`src/rtl/williams2_rom_pkg.sv`:
```
// Shared constants and types for the Williams-2 ROM download path.
// Holds the ioctl address map (region base/limit), the expected byte count
// of a complete ROM set, and the loader/region enumerations.
package williams2_rom_pkg;

  // ioctl byte-address map; everything above DEC_LIMIT is out-of-map.
  localparam logic [16:0] MAIN_BASE  = 17'h00000;
  localparam logic [16:0] MAIN_LIMIT = 17'h0FFFF;
  localparam logic [16:0] SND_BASE   = 17'h10000;
  localparam logic [16:0] SND_LIMIT  = 17'h10FFF;
  localparam logic [16:0] GFX_BASE   = 17'h11000;
  localparam logic [16:0] GFX_LIMIT  = 17'h12FFF;
  localparam logic [16:0] DEC_BASE   = 17'h13000;
  localparam logic [16:0] DEC_LIMIT  = 17'h131FF;

  // Byte count of a complete, good ROM set.
  localparam logic [16:0] EXP_BYTES  = 17'h13200;

  // Byte counter saturation value.
  localparam logic [16:0] CNT_MAX    = 17'h1FFFF;

  typedef enum logic [2:0] {
    ST_IDLE,
    ST_LOAD,
    ST_CHECK,
    ST_READY,
    ST_ERROR
  } loader_state_t;

  typedef enum logic [2:0] {
    RGN_MAIN,
    RGN_SND,
    RGN_GFX,
    RGN_DEC,
    RGN_NONE
  } rom_region_t;

endpackage

```
`src/rtl/rom_region_decode.sv`:
```
// Combinational ioctl address decoder.
// Ports:
//   addr   - 17-bit ioctl byte address
//   region - region the address falls in (RGN_NONE when out-of-map)
//   offset - address relative to the region base, 16 bits
module rom_region_decode
  import williams2_rom_pkg::*;
(
  input  logic [16:0]  addr,
  output rom_region_t  region,
  output logic [15:0]  offset
);

  logic [16:0] base;

  always_comb begin
    region = RGN_NONE;
    base   = '0;
    if (addr <= MAIN_LIMIT) begin
      region = RGN_MAIN;
      base   = MAIN_BASE;
    end else if (addr <= SND_LIMIT) begin
      region = RGN_SND;
      base   = SND_BASE;
    end else if (addr <= GFX_LIMIT) begin
      region = RGN_GFX;
      base   = GFX_BASE;
    end else if (addr <= DEC_LIMIT) begin
      region = RGN_DEC;
      base   = DEC_BASE;
    end
  end

  // All bases are below 2^16 apart from bit 16, so a 16-bit subtract on the
  // low halves gives the truncated region-relative offset directly.
  always_comb begin
    offset = addr[15:0] - base[15:0];
  end

  logic unused_base_msb;
  always_comb unused_base_msb = base[16];

endmodule

```
`src/rtl/ioctl_rom_loader.sv`:
```
// HPS ioctl ROM download sequencer.
// Accepts a download on ROM_INDEX, splits the byte stream into MAIN/SND/GFX/DEC
// write strobes with region-relative addresses, counts every strobed byte,
// keeps a modulo-256 checksum of in-map bytes, and verifies the total count
// when the download ends. The game core is held in reset until a load passes.
// Ports:
//   clk_sys, reset                       - 12 MHz clock, sync active-high reset
//   ioctl_download/index/wr/addr/dout    - HPS download interface
//   rom_addr, rom_data                   - registered write address/data
//   main_we, snd_we, gfx_we, dec_we      - one-cycle region write enables
//   core_reset                           - hold game core in reset
//   rom_loaded, load_error               - result of the last load
//   checksum                             - sum of accepted in-map bytes
module ioctl_rom_loader #(
  parameter logic [16:0] EXP_BYTES = williams2_rom_pkg::EXP_BYTES,
  parameter logic [7:0]  ROM_INDEX = 8'd0
) (
  input  logic        clk_sys,
  input  logic        reset,
  input  logic        ioctl_download,
  input  logic [7:0]  ioctl_index,
  input  logic        ioctl_wr,
  input  logic [16:0] ioctl_addr,
  input  logic [7:0]  ioctl_dout,
  output logic [15:0] rom_addr,
  output logic [7:0]  rom_data,
  output logic        main_we,
  output logic        snd_we,
  output logic        gfx_we,
  output logic        dec_we,
  output logic        core_reset,
  output logic        rom_loaded,
  output logic        load_error,
  output logic [7:0]  checksum
);

  import williams2_rom_pkg::*;

  loader_state_t state_q;
  loader_state_t state_d;

  rom_region_t   region;
  logic [15:0]   offset;
  logic [16:0]   byte_cnt;
  logic          start_load;
  logic          load_entry;
  logic          accept_wr;

  rom_region_decode u_decode (
    .addr   (ioctl_addr),
    .region (region),
    .offset (offset)
  );

  always_comb begin
    start_load = ioctl_download && (ioctl_index == ROM_INDEX);
    accept_wr  = (state_q == ST_LOAD) && ioctl_wr;
    load_entry = (state_q != ST_LOAD) && (state_d == ST_LOAD);
  end

  // State register
  always_ff @(posedge clk_sys) begin
    if (reset) begin
      state_q <= ST_IDLE;
    end else begin
      state_q <= state_d;
    end
  end

  // Next-state logic
  always_comb begin
    state_d = state_q;
    case (state_q)
      ST_IDLE, ST_READY, ST_ERROR: begin
        if (start_load) state_d = ST_LOAD;
      end
      // Still in LOAD on the cycle download falls, so a strobe in that same
      // cycle is accepted by accept_wr before CHECK looks at the count.
      ST_LOAD: begin
        if (!ioctl_download) state_d = ST_CHECK;
      end
      ST_CHECK: begin
        state_d = (byte_cnt == EXP_BYTES) ? ST_READY : ST_ERROR;
      end
      default: state_d = ST_IDLE;
    endcase
  end

  // Status outputs are pure functions of state: a new load leaves READY or
  // ERROR, which clears both result flags.
  always_comb begin
    core_reset = (state_q != ST_READY);
    rom_loaded = (state_q == ST_READY);
    load_error = (state_q == ST_ERROR);
  end

  // Write pipeline, byte counter and checksum.
  always_ff @(posedge clk_sys) begin
    if (reset) begin
      main_we  <= 1'b0;
      snd_we   <= 1'b0;
      gfx_we   <= 1'b0;
      dec_we   <= 1'b0;
      rom_addr <= '0;
      rom_data <= '0;
      byte_cnt <= '0;
      checksum <= '0;
    end else begin
      main_we <= 1'b0;
      snd_we  <= 1'b0;
      gfx_we  <= 1'b0;
      dec_we  <= 1'b0;
      if (accept_wr) begin
        if (byte_cnt != CNT_MAX) byte_cnt <= byte_cnt + 17'd1;
        if (region != RGN_NONE) begin
          rom_addr <= offset;
          rom_data <= ioctl_dout;
          checksum <= checksum + ioctl_dout;
        end
        case (region)
          RGN_MAIN: main_we <= 1'b1;
          RGN_SND:  snd_we  <= 1'b1;
          RGN_GFX:  gfx_we  <= 1'b1;
          RGN_DEC:  dec_we  <= 1'b1;
          default:  ;
        endcase
      end else if (load_entry) begin
        byte_cnt <= '0;
        checksum <= '0;
      end
    end
  end

endmodule

```
`config.mk`:
```
export PLATFORM = sky130hd
export DESIGN_NAME = ioctl_rom_loader
export DESIGN_NICKNAME = d
export VERILOG_FILES = /design/src/rtl/williams2_rom_pkg.sv /design/src/rtl/rom_region_decode.sv /design/src/rtl/ioctl_rom_loader.sv
export SDC_FILE = /design/constraint.sdc
export NUM_CORES = 1
export LEC_CHECK = 0
export ABC_AREA = 1
export BUFFER_PORTS_ARGS = -buffer_cell sky130_fd_sc_hd__buf_2
export CORE_MARGIN = 4
export CORE_UTILIZATION = 46
export CTS_CLUSTER_SIZE = 10
export DETAILED_ROUTE_END_ITERATION = 6
export PLACE_DENSITY_LB_ADDON = 0.3
export SYNTH_ARGS = -nofsm -noshare
export SYNTH_HDL_FRONTEND = slang
export SYNTH_SLANG_ARGS = --single-unit
```
`constraint.sdc`:
```
create_clock -name clk_sys -period 2.8 [get_ports clk_sys]
set_clock_uncertainty 0.1 [all_clocks]
set_input_delay 0.28 -clock clk_sys [delete_from_list [all_inputs] [get_ports clk_sys]]
set_output_delay 0.28 -clock clk_sys [all_outputs]
set_load 0.02 [all_outputs]
```
==> impl_metrics.json, run 1 <==
{
  "drive_above_1_share_pct": 25.75,
  "synthCells": 432,
  "diodes": 0,
  "fin_crit_sh_pct": 83.15,
  "yosysTopAreaCellShare_pct": 35.44,
  "cts.htree.levels": 2,
  "final.fill_count": 631,
  "path_clk_slew_ns": 0.10,
  "layout_min_cycle_time_ns": 2.328,
  "synthSimpleGateAreaFrac_pct": 34.06,
  "synth_area_um2": 3163,
  "cts_resized": 0,
  "vias": 2929,
  "slowest_delay_ns": 0.41,
  "worstRegToRegCells": 12,
  "grt_pass1_wl_um": 12620,
  "cap_violations": 0,
  "die-area_um2": 8266,
  "yosysMostFrequentCell": "nand2_1",
  "cts_hold_buf": 0,
  "yosysWarnings": 0,
  "die_x_um": 90.92,
  "status": "finished, final reports clean",
  "synthFlopType": "dfxtp_1",
  "syn_nets": 483,
  "powerDensity_nw_per_um2": 372.1,
  "hold_class": "input pin to flop",
  "cts_setup_buffers": 0,
  "crit_type": "flop to flop",
  "placed_cells_incl_taps": 570,
  "slew_violations": 0,
  "clk_latency_ns": 0.30,
  "synth_compound_area_share_pct": 12.26,
  "fin_cells": 578,
  "vias_per_cell": 5.067,
  "end_kind": "flop",
  "gr-usage-all-layers_pct": 17.88,
  "topRoutingLayerUsed": "met4",
  "ys_async_sr_fraction_pct": 0,
  "finalSetupViolCount": 0,
  "ys_ff_latch": 56,
  "fin_setup_tns_ns": 0,
  "root_buffer": "clkbuf_8",
  "design_area_um2": 3635,
  "relSlewSlack_pct": 62.08,
  "setup_ws_ns": 0.4718,
  "dp_slack_ns": 0.4759,
  "wire_per_inst_um": 12.49,
  "leakage_uw": 0.001582,
  "synth.area.mux_share_pct": 0,
  "crit_path_top_delay_cell": "dfxtp_1",
  "synthXorXnorAreaFrac_pct": 4.153,
  "postRouteAntennaNets": 0,
  "ys_types": 36,
  "max_freq_mhz": 429.5,
  "synth_area_leaders": "dfxtp_1, nand2_1, a21oi_1",
  "dpl_cell_area_um2": 3541,
  "holdCritStartpoint": "ioctl_addr[16]",
  "grt_pass1_vias": 2835,
  "synth_largest_area_cell": "dfxtp_1",
  "wl_met2_um": 3489,
  "rsz0062_at_grt": "no",
  "tightest_slew_ns": 0.5679,
  "grt_max_degree": 37,
  "drt-met1-wl_um": 3260,
  "drc": 0,
  "hpwl_um": 5323,
  "worstPathRequired_ns": 2.95,
  "io_pins": 76,
  "yosys-top-cells-count": "nand2_1, dfxtp_1, nor2_1, a21oi_1, nand3_1",
  "syn_area_per_cell_um2": 7.322,
  "port_buffers": 75,
  "drt_iter0_drc": 106,
  "r2r-start": "byte_cnt[0]$_SDFFE_PP0P_",
  "gp_congestion": 0.8451,
  "ir_drop_mv": 0.2220,
  "crit_path_start": "byte_cnt[0]$_SDFFE_PP0P_",
  "hold_viol": 0,
  "synth_top_family_by_area": "simple AND/OR/NAND/NOR gates",
  "nets": 551,
  "synth_edf_count": 0,
  "critPathArrivalTime_ns": 2.48,
  "synth_fa_ha_area_share_pct": 6.013,
  "met3_length_um": 432,
  "grt.overflow.total": 0,
  "ys_seq_area_share_pct": 35.44,
  "cp_max_fo": 17,
  "critical_path.cell_chain": "ha_1 > nand2_1 > nor2_1 > nand4_1 > nor4_1 > ha_1 > nor2_1 > inv_2 > nand2_8 > nand2_1 > nand2_1 > nor2_1",
  "die_height_um": 90.92,
  "cts_sinks": 56,
  "numCtsBuffers": 5,
  "rows": 29,
  "cts_tree": "built",
  "initial_core_util_pct": 48.70,
  "hold_depth": 2,
  "worst_setup_path_start_kind": "flop",
  "syn_to_final_growth_pct": 14.91,
  "core_area_um2": 6495,
  "clock_path_buffers": 2,
  "antenna_found_initial": 0,
  "first_pass_iters": 4,
  "wirelength_um": 7222
}
[metal layers]
metal | vias to the layer above | GRT usage (%)
met1 | 1296 | 22.63
li1 | 1541 | -
met2 | 88 | 31.58
met3 | 4 | 3.500
met4 | 0 | 3.643
met5 | - | 0
[placed cells by master (no fill, tap or decap)]
master      count
xnor2_1         4
buf_4           2
a21oi_1        42
nand2_1       100
nor3_2          1
dfxtp_1        56
clkinv_1        1
fa_1            2
clkinvlp_4      1
or2_2           3
o211ai_1        1
o21bai_2        1
inv_1          32
nor3b_1         1
nand2_8         2
a21o_1          1
ha_1           12
nand3_1        39
nand4_1         5
nor3_1          5
xor2_1         11
o21ai_0         9
buf_2          75
a21oi_2        10
nand2_2        13
a31oi_1         3
clkbuf_1        1
nand3_2         3
nand3b_1        3
nor2_1         43
nor2_2          2
nor3_4          3
clkbuf_8        6
nor4_1          1
nor2_4          1
inv_2           6
[power breakdown]
group	switching [µW]	total (µW)	internal [µW]
clock network	262	464	202
logic	53.8	90.7	37.0
registers	0.934	798	797
total	316	1350	1040
[registers in the layout (all words and copies together), names as in the netlist]
name,flops
rom_data,8
dec_we,1
byte_cnt,17
gfx_we,1
snd_we,1
rom_addr,16
main_we,1
state_q,3
checksum,8
[stage by stage]
step                power [µW]  hold slack [ns]  util [%]
floorplan                866.4           0.2524         -
global placement         905.8           0.3486     54.52
detailed placement       907.2           0.3517     54.52
CTS                       1371          0.05780     55.96
global route              1416          0.06844     55.96
finish                    1352          0.06485     55.96
[cell families after synthesis]
kind of cell | Yosys count
xor gates and xnor gates | 15
adders and majority gates | 14
buffers and inverters | 55
and+or+nand+nor | 225
AOI/OAI and AO/OA | 67
DFF | 56
[critical path: cells and delay by family, from the launching register on]
family	cells	cell delay [ns]
buffers and inverters	1	0.30
and+or+nand+nor	9	1.05
adders and majority gates	2	0.41
DFF	1	0.41
[final cells by class]
class	instances	area, µm²	area share, %
inverters	39	146.4	4.028
multi-input cells	321	1787	49.16
well taps	77	96.34	2.651
repair buffers	77	390.4	10.74
flip-flops and latches	56	1121	30.84
clock buffers	7	86.33	2.375
clock inverters	1	7.507	0.2065
[path summary, 6_finish.rpt]
path | slack, ns | endpoint
setup reg to reg | 0.47 | byte_cnt[1]$_SDFFE_PP0P_
hold reg to reg | 0.36 | rom_data[3]$_SDFFE_PP0P_
setup / recovery | 0.47 | byte_cnt[1]$_SDFFE_PP0P_
hold / removal | 0.06 | main_we$_SDFF_PP0_
No activity file was read; power rests on OpenSTA's default activity.
==> run 2, diff against run 1 <==
clock period = 2 ns   (was 2.8 ns; I/O delays follow)
==> run 2 against run 1 <==
Sequential cell count did not move. Total power rose by 42%. Die area did not move. Critical path depth rose by 2. Highest routed layer unchanged. Count of clock-buffer cells in the layout fell by 2. Core utilization rose by 5.2 points. First-iteration DRC count rose by 22%. Cell count rose by 4.0%. Final area rose by 9.3%.
==> impl_metrics.json, run 2 (synthesis results as in run 1) <==
{
  "status": "finished, final reports clean",
  "worstRegToRegCells": 14,
  "path_clk_slew_ns": 0.11,
  "fin_setup_tns_ns": 0,
  "cts_tree": "built",
  "gp_congestion": 0.8591,
  "die-area_um2": 8266,
  "worstPathRequired_ns": 2.09,
  "cts_sinks": 56,
  "vias_per_cell": 5.088,
  "layout_min_cycle_time_ns": 1.909,
  "endpoint": "byte_cnt[1]$_SDFFE_PP0P_",
  "whs_ns": 0.01438,
  "hold_viol": 0,
  "drive_above_1_share_pct": 32.63,
  "core_area_um2": 6495,
  "hold_class": "input pin to flop",
  "rows": 29,
  "root_buffer": "clkbuf_8",
  "nets": 574,
  "first_pass_iters": 4,
  "cap_violations": 0,
  "drt_iter0_drc": 129,
  "grt_pass1_wl_um": 13280,
  "grt_max_degree": 45,
  "postRouteAntennaNets": 0,
  "multiInputGateArea_um2": 1872,
  "end_kind": "flop",
  "hpwl_um": 5599,
  "final_common_cell": "nand2_1",
  "reg_top3": "byte_cnt: 17 flops, rom_addr: 16 flops",
  "crit_path_top_delay_cell": "dfxtp_2",
  "syn_to_final_growth_pct": 25.63,
  "finalSetupViolCount": 0,
  "ir_drop_mv": 0.3016,
  "port_buffers": 75,
  "rsz0062_at_grt": "yes",
  "leakage_uw": 0.001734,
  "numCtsBuffers": 5,
  "cts.htree.levels": 2,
  "gr-usage-all-layers_pct": 18.99,
  "timing.rr.end": "byte_cnt[1]$_SDFFE_PP0P_",
  "io_pins": 76,
  "final.fill_count": 600,
  "clock_path_buffers": 2,
  "dpl_cell_area_um2": 3711,
  "worst_setup_path_start_kind": "flop",
  "crit_path_start": "byte_cnt[0]$_SDFFE_PP0P_",
  "die_height_um": 90.92,
  "crit_type": "flop to flop",
  "clk_latency_ns": 0.32,
  "diodes": 0,
  "regToRegSetupSlack_ns": 0.09,
  "grt_pass1_vias": 3037,
  "cp_max_fo": 17,
  "layout_common_cells": "nand2_1, buf_2, dfxtp_1",
  "slowest_delay_ns": 0.35,
  "vias": 3058,
  "wire_per_inst_um": 12.89,
  "cp_common_cell": "nand2_1",
  "largest_reg_flops": 17,
  "wirelength_um": 7748,
  "grt.overflow.total": 0,
  "powerDensity_nw_per_um2": 483.1,
  "top_register": "byte_cnt",
  "cp_num_buf_inv": 3,
  "p_total_uw": 1920,
  "cp.depth": 14,
  "critPathArrivalTime_ns": 2.00,
  "relSlewSlack_pct": 64.71,
  "antenna_found_initial": 0,
  "r2r-start": "byte_cnt[0]$_SDFFE_PP0P_",
  "critical_path.cell_chain": "buf_6 > inv_2 > ha_2 > nand2_1 > inv_1 > nand2_1 > nor2_2 > nand3_2 > nand3_2 > nand2_8 > nand2_8 > nand2_1 > nand2_1 > nor2_1",
  "die_x_um": 90.92,
  "initial_core_util_pct": 48.70,
  "ff_latch_area_um2": 1125,
  "fin_crit_sh_pct": 95.43,
  "max_freq_mhz": 523.9,
  "slew_violations": 0,
  "drc": 0,
  "tightest_slew_ns": 0.5293,
  "cp_top_family": "simple AND/OR/NAND/NOR gates",
  "design_area_um2": 3974
}
## run 2: cell types whose count changed in the layout (fill, tap and decap cells not counted), sizes merged
cell         before  now
buf              77   97
clkinvlp          1    2
dlygate4sd3       0    1
inv              38   39
## run 2: routing by layer
metal / vias up / global-route usage, % / share of wire (%)
li1: 1589 / - / -
met1: 1384 / 22.83 / 45
met2: 76 / 34.15 / 48
met3: 9 / 4.000 / 4.7
met4: 0 / 5.151 / 1.6
met5: - / 0 / 0
## run 2: area by class of cell
class	instances	area share, %
multi-input cells	321	47.10
flip-flops and latches	56	28.31
well taps	77	2.424
clock buffers	5	1.732
inverters	39	3.747
clock inverters	3	0.6612
repair buffers	100	16.03
## run 2: metrics by stage
step           worst slack [ns]  util, %  cells
6_report                0.09132    61.18    601
5_1_grt                -0.05973    61.18    601
4_1_cts                0.003643    58.81    598
3_5_place_dp           -0.01603    57.14    589
3_3_place_gp            0.09244    57.14    589
2_1_floorplan           0.01776        -    432
## run 2: where the power goes
| part | total, µW | internal, µW | switching (µW) |
|---|---|---|---|
| clock | 664 | 256 | 408 |
| combinational | 138 | 59.0 | 79.1 |
| sequential | 1120 | 1120 | 1.43 |
| total | 1920 | 1430 | 489 |
## run 2: worst min-delay path by stage
stage	slack (ns)	end	depth (start not counted)	start
6_report	0.01	rom_addr[7]$_SDFFE_PP0P_	3	ioctl_addr[7]
5_1_grt	0.01	rom_addr[5]$_SDFFE_PP0P_	3	ioctl_addr[5]
4_1_cts	0.009	rom_addr[6]$_SDFFE_PP0P_	3	ioctl_addr[6]
3_5_place_dp	0.32	main_we$_SDFF_PP0_	2	ioctl_addr[16]
3_3_place_gp	0.31	main_we$_SDFF_PP0_	2	ioctl_addr[16]
2_1_floorplan	0.17	main_we$_SDFF_PP0_	1	ioctl_addr[16]
## run 2: worst reg2reg max path, stage by stage, from the launching register on
cell and delay [ns]:
dfxtp_2 0.35, buf_6 0.12, inv_2 0.04, ha_2 0.15, nand2_1 0.05, inv_1 0.05, nand2_1 0.05, nor2_2 0.12
nand3_2 0.14, nand3_2 0.16, nand2_8 0.11, nand2_8 0.17, nand2_1 0.08, nand2_1 0.06, nor2_1 0.04
## run 2: what timing repair did
| action | in CTS | in global routing |
|---|---|---|
| endpoints found under the setup margin | 3 | 25 |
| hold buffers | 1 | 0 |
| gates cloned | 0 | 2 |
| endpoints found under the hold margin | 1 | 0 |
| pin swaps | 0 | 3 |
| buffers inserted | 0 | 1 |
| resized for setup | 1 | 24 |
==> run 3, diff against run 2 <==
BUFFER_PORTS_ARGS = unset   (was -buffer_cell sky130_fd_sc_hd__buf_2)
DONT_BUFFER_PORTS = 1   (was unset)
==> run 3 against run 2 <==
The flow now finishes with violations (hold timing). Sequential share of layout area rose by 2.4 points. Critical path depth shrank 2. Worst hold slack worse by 0.17 ns. Die area did not move. Core utilization is 4.8 points lower. Total power fell by 4.7%. Register-to-register slack got worse by 0.08 ns. Cell count fell by 11%. Final area shrank 7.8%. Sequential cell count is the same.
==> impl_metrics.json, run 3 (synthesis results as in run 1) <==
{
  "hpwl_um": 5430,
  "fin_cells": 536,
  "antenna_found_initial": 0,
  "path_clk_slew_ns": 0.10,
  "crit_path_start": "byte_cnt[0]$_SDFFE_PP0P_",
  "critical_path.cell_chain": "ha_4 > nand2_2 > nor2_2 > nand4_1 > nor4_2 > ha_2 > nor2_4 > clkinv_4 > buf_6 > nand3b_1 > nand2_1 > nor2_1",
  "layout_min_cycle_time_ns": 1.987,
  "cp_top_family": "simple AND/OR/NAND/NOR gates",
  "initial_core_util_pct": 48.70,
  "cts.htree.levels": 2,
  "max_freq_mhz": 503.2,
  "endpoint": "byte_cnt[16]$_SDFFE_PP0P_",
  "first_pass_iters": 5,
  "status": "finished with violations",
  "crit_type": "flop to flop",
  "powerDensity_nw_per_um2": 499.3,
  "top_register": "byte_cnt",
  "syn_to_final_growth_pct": 15.86,
  "cp_max_fo": 6,
  "timing.rr.end": "byte_cnt[16]$_SDFFE_PP0P_",
  "whs_ns": -0.1570,
  "nets": 509,
  "crit_path_top_delay_cell": "dfxtp_4",
  "postRouteAntennaNets": 0,
  "cap_violations": 0,
  "final_common_cell": "nand2_1",
  "rsz0062_at_grt": "yes",
  "worstPathRequired_ns": 2.13,
  "worstRegToRegCells": 12,
  "relSlewSlack_pct": 74.25,
  "drive_above_1_share_pct": 22.00,
  "die_x_um": 90.92,
  "regToRegSetupSlack_ns": 0.01,
  "end_kind": "flop",
  "r2r-start": "byte_cnt[0]$_SDFFE_PP0P_",
  "critPathArrivalTime_ns": 2.11,
  "grt_max_degree": 46,
  "worst_setup_path_start_kind": "flop",
  "hold_class": "input pin to flop",
  "slowest_delay_ns": 0.40,
  "grt.overflow.total": 0,
  "gr-usage-all-layers_pct": 18.57,
  "leakage_uw": 0.001408,
  "placed_cells_incl_taps": 517,
  "core_area_um2": 6495,
  "die-area_um2": 8266,
  "layout_common_cells": "nand2_1, dfxtp_1, nor2_1",
  "ir_drop_mv": 0.2374,
  "dp_slack_ns": -0.03091,
  "violations": "hold timing",
  "wire_per_inst_um": 14.35,
  "grt_pass1_vias": 2766,
  "cts_tree": "built",
  "clk_latency_ns": 0.31,
  "numCtsBuffers": 5,
  "cts_sinks": 56,
  "cp_num_buf_inv": 2,
  "setup_ws_ns": 0.01286,
  "diodes": 0,
  "gp_congestion": 0.8352,
  "fin_setup_tns_ns": 0,
  "rows": 29,
  "root_buffer": "clkbuf_8",
  "slew_violations": 0,
  "hold_viol": 42,
  "io_pins": 76,
  "post-route-util_pct": 56.42,
  "drt_iter0_drc": 116,
  "drc": 0,
  "wirelength_um": 7690,
  "multiInputGateArea_um2": 1906,
  "final.fill_count": 609,
  "ff_latch_area_um2": 1126,
  "largest_reg_flops": 17,
  "cp.depth": 12,
  "clock_path_buffers": 2,
  "grt_pass1_wl_um": 12910,
  "reg_top3": "byte_cnt: 17 flops, rom_addr: 16 flops",
  "die_height_um": 90.92,
  "fin_crit_sh_pct": 99.36,
  "tightest_slew_ns": 0.3849,
  "vias_per_cell": 5.295,
  "vias": 2838,
  "port_buffers": 0,
  "finalSetupViolCount": 0
}
run 3: cell types whose count changed in the layout (fill, tap and decap cells not counted), sizes merged:
cell | before | now
buf | 97 | 26
dlygate4sd3 | 1 | 8
clkinv | 1 | 3
clkinvlp | 2 | 0
clkbuf | 7 | 6
inv | 39 | 38
nand2 | 115 | 116
run 3: cell type report:
cell class | count | share of cell area, %
Multi-Input combinational cell | 322 | 52.00
Tap cell | 77 | 2.629
Timing Repair Buffer | 34 | 8.160
Clock inverter | 2 | 0.3756
Clock buffer | 6 | 1.980
Inverter | 39 | 4.131
Sequential cell | 56 | 30.73
run 3: repair_timing:
action	CTS	global route
setup endpoints to repair	13	18
pin swaps	0	30
resized for setup	2	29
hold endpoints to repair	49	43
buffers inserted	1	1
cloned	0	1
hold buffers	7	1
run 3: worst min-delay path by stage:
| stage | slack (ns) | to | cells past startpoint | start |
|---|---|---|---|---|
| floorplan | 0.17 | main_we$_SDFF_PP0_ | 1 | ioctl_addr[16] |
| global placement | 0.17 | byte_cnt[15]$_SDFFE_PP0P_ | 1 | reset |
| detailed placement | 0.17 | byte_cnt[7]$_SDFFE_PP0P_ | 1 | reset |
| CTS | -0.18 | byte_cnt[15]$_SDFFE_PP0P_ | 1 | reset |
| global route | -0.19 | rom_addr[11]$_SDFFE_PP0P_ | 1 | reset |
| finish | -0.16 | rom_addr[10]$_SDFFE_PP0P_ | 1 | reset |
run 3: through the flow:
stage	hold slack, ns	power, µW	instance area (µm²)
floorplan	0.1724	1213	3168
global placement	0.1680	1209	3346
detailed placement	0.1713	1211	3346
CTS	-0.1767	1858	3512
global route	-0.1910	1916	3665
finish	-0.1570	1830	3665
run 3: routing by layer:
metal	global-route usage, %	vias up	share of wire [%]
li1	-	1451	-
met1	22.46	1302	43
met2	32.00	73	49
met3	5.667	12	6.3
met4	4.899	0	1.2
met5	0	-	0
run 3: where the power goes:
| group | internal [µW] | leakage (µW) | switching (µW) |
|---|---|---|---|
| clock | 251 | 0.0000456 | 382 |
| combinational | 35.6 | 0.000910 | 43.7 |
| sequential | 1110 | 0.000452 | 2.67 |
